`src/rtl/timer_arbiter_pkg.sv`:
```
// rtl/timer_arbiter_pkg.sv - shared state encoding and width helper for timer_arbiter
package timer_arbiter_pkg;

    typedef enum logic {
        IDLE = 1'b0,
        RUN  = 1'b1
    } state_t;

    function automatic int clog2(input int n);
        int r;
        r = 0;
        for (int v = n - 1; v > 0; v = v >> 1) begin
            r = r + 1;
        end
        return r;
    endfunction

endpackage

```
`src/rtl/timer_arbiter_countdown.sv`:
```
// rtl/timer_arbiter_countdown.sv - load/done countdown counter shared by all requesters
module countdown #(
    parameter int WIDTH = 8
) (
    input  logic             clk,
    input  logic             ld,
    input  logic [WIDTH-1:0] d,
    output logic             dn
);

    logic [WIDTH-1:0] count_q;
    logic [WIDTH-1:0] count_d;

    // No reset port: the arbiter clears count by loading 0 while rst is high.
    always_comb begin
        count_d = count_q;
        if (ld) begin
            count_d = d;
        end else if (count_q != '0) begin
            count_d = count_q - WIDTH'(1);
        end
    end

    always_ff @(posedge clk) begin
        count_q <= count_d;
    end

    assign dn = (count_q == '0);

endmodule

```
`src/rtl/timer_arbiter.sv`:
```
// rtl/timer_arbiter.sv - round-robin scheduler for one countdown timer; TIMER_ARBITER_ABORT_EN enables abort on req drop
module timer_arbiter
    import timer_arbiter_pkg::*;
#(
    parameter int NREQ  = 4,
    parameter int WIDTH = 8
) (
    input  logic                  clk,
    input  logic                  rst,
    input  logic [NREQ-1:0]       req,
    input  logic [NREQ*WIDTH-1:0] req_delay,
    output logic [NREQ-1:0]       gnt,
    output logic [NREQ-1:0]       dn,
    output logic                  busy
);

    localparam int IW = clog2(NREQ);

    state_t          state_q, state_d;
    logic [NREQ-1:0] gnt_q, gnt_d;
    logic [NREQ-1:0] dn_q, dn_d;
    logic            busy_q, busy_d;
    logic [IW-1:0]   win_q, win_d;
    logic [IW-1:0]   last_grant_q, last_grant_d;

    logic            found;
    logic [IW-1:0]   win_idx;
    logic [IW:0]     scan_idx;
    logic [WIDTH-1:0] load_val;
    logic [WIDTH-1:0] cnt_d;
    logic            cnt_ld;
    logic            cnt_dn;
    logic [NREQ-1:0] win_oh;
    logic [NREQ-1:0] run_oh;

    // Scan starts one past the last grant, wrapping, so every requester gets a turn.
    always_comb begin
        found    = 1'b0;
        win_idx  = '0;
        scan_idx = '0;
        for (int i = 1; i <= NREQ; i++) begin
            scan_idx = {1'b0, last_grant_q} + (IW+1)'(i);
            if (scan_idx >= (IW+1)'(NREQ)) begin
                scan_idx = scan_idx - (IW+1)'(NREQ);
            end
            if (!found && req[scan_idx[IW-1:0]]) begin
                found   = 1'b1;
                win_idx = scan_idx[IW-1:0];
            end
        end
    end

    always_comb begin
        load_val = '0;
        for (int i = 0; i < NREQ; i++) begin
            if (win_idx == IW'(i)) begin
                load_val = req_delay[i*WIDTH +: WIDTH];
            end
        end
    end

    assign win_oh = {{(NREQ-1){1'b0}}, 1'b1} << win_idx;
    assign run_oh = {{(NREQ-1){1'b0}}, 1'b1} << win_q;

    assign cnt_ld = rst || ((state_q == IDLE) && found);
    assign cnt_d  = rst ? '0 : load_val;

    countdown #(
        .WIDTH (WIDTH)
    ) u_countdown (
        .clk (clk),
        .ld  (cnt_ld),
        .d   (cnt_d),
        .dn  (cnt_dn)
    );

    always_comb begin
        state_d      = state_q;
        gnt_d        = gnt_q;
        dn_d         = '0;
        busy_d       = busy_q;
        win_d        = win_q;
        last_grant_d = last_grant_q;
        case (state_q)
            IDLE: begin
                if (found) begin
                    state_d = RUN;
                    gnt_d   = win_oh;
                    busy_d  = 1'b1;
                    win_d   = win_idx;
                end
            end
            RUN: begin
                if (cnt_dn) begin
                    state_d      = IDLE;
                    gnt_d        = '0;
                    busy_d       = 1'b0;
                    dn_d         = run_oh;
                    last_grant_d = win_q;
                end
`ifdef TIMER_ARBITER_ABORT_EN
                // A dropped request wins over a same-cycle expiry: no done pulse.
                if (!req[win_q]) begin
                    state_d      = IDLE;
                    gnt_d        = '0;
                    busy_d       = 1'b0;
                    dn_d         = '0;
                    last_grant_d = win_q;
                end
`endif
            end
            default: begin
                state_d = IDLE;
                gnt_d   = '0;
                busy_d  = 1'b0;
            end
        endcase
    end

    always_ff @(posedge clk) begin
        if (rst) begin
            state_q      <= IDLE;
            gnt_q        <= '0;
            dn_q         <= '0;
            busy_q       <= 1'b0;
            win_q        <= '0;
            last_grant_q <= IW'(NREQ - 1);
        end else begin
            state_q      <= state_d;
            gnt_q        <= gnt_d;
            dn_q         <= dn_d;
            busy_q       <= busy_d;
            win_q        <= win_d;
            last_grant_q <= last_grant_d;
        end
    end

    assign gnt  = gnt_q;
    assign dn   = dn_q;
    assign busy = busy_q;

endmodule

```
`config.mk`:
```
export PLATFORM = sky130hd
export DESIGN_NAME = timer_arbiter
export DESIGN_NICKNAME = d
export VERILOG_FILES = /design/src/rtl/timer_arbiter_pkg.sv /design/src/rtl/timer_arbiter_countdown.sv /design/src/rtl/timer_arbiter.sv
export SDC_FILE = /design/constraint.sdc
export NUM_CORES = 1
export LEC_CHECK = 0
export CORE_ASPECT_RATIO = 1.1
export CORE_UTILIZATION = 40
export CTS_CLUSTER_DIAMETER = 40
export DETAILED_ROUTE_END_ITERATION = 7
export PLACE_DENSITY = 0.85
export SYNTH_ARGS = -nofsm -noshare
export SYNTH_HDL_FRONTEND = slang
export SYNTH_SLANG_ARGS = --single-unit
```
`constraint.sdc`:
```
create_clock -name clk -period 2.2 [get_ports clk]
set_clock_uncertainty 0.1 [all_clocks]
set_input_delay 0.22 -clock clk [delete_from_list [all_inputs] [get_ports clk]]
set_output_delay 0.22 -clock clk [all_outputs]
set_load 0.05 [all_outputs]
```
==> metrics.md <==
| Metric | Value |
|---|---|
| Status | complete, no violations |
| Worst-Skew Late Latency | 0.31 ns |
| Worst-path clk slew | 0.13 ns |
| Met3 WL | 140 µm |
| DR iter-0 viols | 28 |
| Wl on met1 | 1520 µm |
| Post-synth top area share | 0.218 |
| Setup crit end kind | register |
| GPL Wtd Cong | 0.789 |
| H-tree Lvls | 1 |
| Dpl cell area | 1910 µm² |
| First-pass GRT wire length | 5710 µm |
| Cts hold-fix bufs | 0 |
| Post-synth ARST share | 0 |
| Worst Hold Class | register to register |
| Synth Instances | 128 |
| RSZ-0062 raised after global routing | false |
| Most common cell after layout, fill and taps aside | clkdlybuf4s50_1 |
| Layout fillers | 246 |
| Synth Flop Type | dfxtp_1 |
| CP Max Fanout | 4 |
| Switch Pwr | 0.648 mW |
| Worst EP arrival | 2.23 ns |
| Core Region | 3050 µm² |
| Sequential share of the synthesized area | 0.405 |
| Synth unique cells | 40 |
| Layout cells sized above 1 | 0.180 |
| Global Route Usage Sum | 0.214 |
| Avg Cell Area, Syn | 10.0 µm² |
| Largest net degree at the start of global routing | 16 |
| Synth top area cells | dfxtp_1, edfxtp_1, mux2i_1 |
| Final nets | 235 |
| IO buf count | 46 |
| TNS Setup | 0 ns |
| Setup violators final | 0 |
| DPL Wire Length | 2730 µm |
| Internal power | 1.07 mW |
| Worst Max-Slew Pin Slew | 0.500 ns |
| R2R depth | 4 |
| Synth area leader | dfxtp_1 |
| Via Count | 1286 |
| Root buf cell | clkbuf_4 |
| Synth Warn # | 0 |
| Met2 WL post-DR | 1900 µm |
| Die Y | 61.5 µm |
| CTS tree | built |
| Inserted Diodes | 0 |
| Cell row count | 21 |
| Critical Path RT | 2.32 ns |
| Pwr Density | 869 nW/µm² |
| Vias/cell | 5.64 |
| Period utilization | 0.961 |
| Buffer depth of the longest clock path | 2 |
| Leakage power | 0.821 nW |
| Slowest-stage cell, CP | or4_4 |
| Most frequent cells in the layout | clkdlybuf4s50_1, buf_4, mux2i_1 |
| Grt total ovfl | 0 |
| Seq pwr share | 0.363 |
| Combinational share of power | 0.502 |
| Post-synth EDFFs | 8 |
| Critical path type | register to register |
| DRT Wirelength | 3620 µm |
| Hold Slack | 0.384 ns |
| Critical path's most frequent cell | or4_4 |
| I/O pin count | 47 |
| Crit-path max cell delay | 0.57 ns |
| Clock Sinks | 22 |
| Switching part of the total power | 0.376 |
| #FFs+latches synth | 22 |
| Starting density of the core | 0.422 |
| Max-slew headroom | 0.666 |
| Fin crit period | 2.11 ns |
| Critical path startpoint category | register |
| Syn_nets | 168 |
| Layout overhead on the synthesized area | 54.1% |
| Maximum vdd drop | 495 µV |
| Post-route ant nets | 0 |
| Die X-Extent | 56.1 µm |
| Die Footprint | 3450 µm² |
| Max Clock Freq | 0.473 GHz |
| Max Slew Vio Count | 0 |
| DR pass1 iterations | 4 |
| Total clock buffers created by CTS | 3 |
| Vias in the first global route | 1189 |
| Routed len/inst | 15.9 µm |
| Final Hold Vio Count | 0 |
| Clock power share | 0.135 |
| Hold depth | 1 |
| Top sig layer | met4 |
| Initial antenna violation count | 0 |
| Crit path cell chain | or4_4, or4_4, or2_4, o22a_1 |
| DRC violations left | 0 |
| Post-Syn Area | 1290 µm² |
| Total of max-cap violations | 0 |
| Post-route cell area | 1980 µm² |
| Power Total | 1.72 mW |
## sequential cells by signal, summed over array words and instances (netlist names)
signal               flops
last_grant_q             2
busy                     1
win_q                    2
state_q                  1
dn                       4
gnt                      4
u_countdown.count_q      8
## cell families after synthesis
logic type      count (synthesis)  synth area share
xor+xnor                        6            0.0409
simple gates                   48             0.226
compound gates                 23             0.146
fa+ha+maj                       2            0.0195
buf+inv                        10            0.0311
flops                          22             0.405
mux                            17             0.132
## metal layers
| metal | vias up | track usage |
|---|---|---|
| li1 | 610 | - |
| met1 | 628 | 0.261 |
| met2 | 41 | 0.396 |
| met3 | 7 | 0.0294 |
| met4 | 0 | 0.0732 |
| met5 | - | 0 |
## synthesized netlist by cell type (2+ instances only)
cell,count
o21ai_1,2
dfxtp_1,14
or4_4,2
o211ai_1,2
nand2b_1,4
ha_1,2
xor2_1,5
edfxtp_1,8
o22a_1,2
mux2i_1,17
inv_1,7
a32o_1,2
nor2_1,9
nor3b_1,5
nand2_1,13
a2bb2o_1,2
o221ai_1,7
buf_2,2
nor3_1,2
## stage by stage
| stage | utilization | cells | setup slack, ns |
|---|---|---|---|
| 2_1_floorplan | - | 128 | 0.0780 |
| 3_3_place_gp | 0.627 | 221 | -0.280 |
| 3_5_place_dp | 0.627 | 221 | -0.366 |
| 4_1_cts | 0.643 | 226 | 0.0116 |
| 5_1_grt | 0.650 | 228 | 0.0338 |
| 6_report | 0.650 | 228 | 0.0854 |
## critical path: cells and delay by family (launching register included)
| kind | cells | cell delay, ns |
|---|---|---|
| simple gates | 3 | 1.31 |
| compound gates | 1 | 0.19 |
| flops | 1 | 0.41 |
## timing repair
action	CTS	global route
endpoints found under the setup margin	11	7
cloned	0	0
setup buffers	1	2
gates resized for setup	2	2
pin swaps	1	1
## power groups by stage
| stage | combinational, mW | sequential [mW] | clock [mW] |
|---|---|---|---|
| after floorplan | 0.446 | 0.667 | 0 |
| after global placement | 0.770 | 0.617 | 0 |
| after detailed placement | 0.801 | 0.629 | 0 |
| after CTS | 0.828 | 0.620 | 0.232 |
| after global routing | 0.942 | 0.637 | 0.246 |
| final | 0.865 | 0.626 | 0.232 |
## area by class of cell
class                      instances  area [µm²]  share of cell area
multi-input combinational         96         741               0.374
tap                               34        42.5              0.0215
clock buffer                       4        36.3              0.0183
inverter                           7        26.3              0.0133
sequential                        22         520               0.263
timing repair buffer              65         616               0.311
## final timing paths
path / to / slack, ns / start
worst min register to register: gnt[0] / 0.38 / gnt[0]
worst max-delay path: last_grant_q[0] / 0.09 / u_countdown.count_q[2]
worst max register to register: last_grant_q[0] / 0.09 / u_countdown.count_q[2]
worst min-delay path: gnt[0] / 0.38 / gnt[0]
No activity file was read; power rests on OpenSTA's default activity.
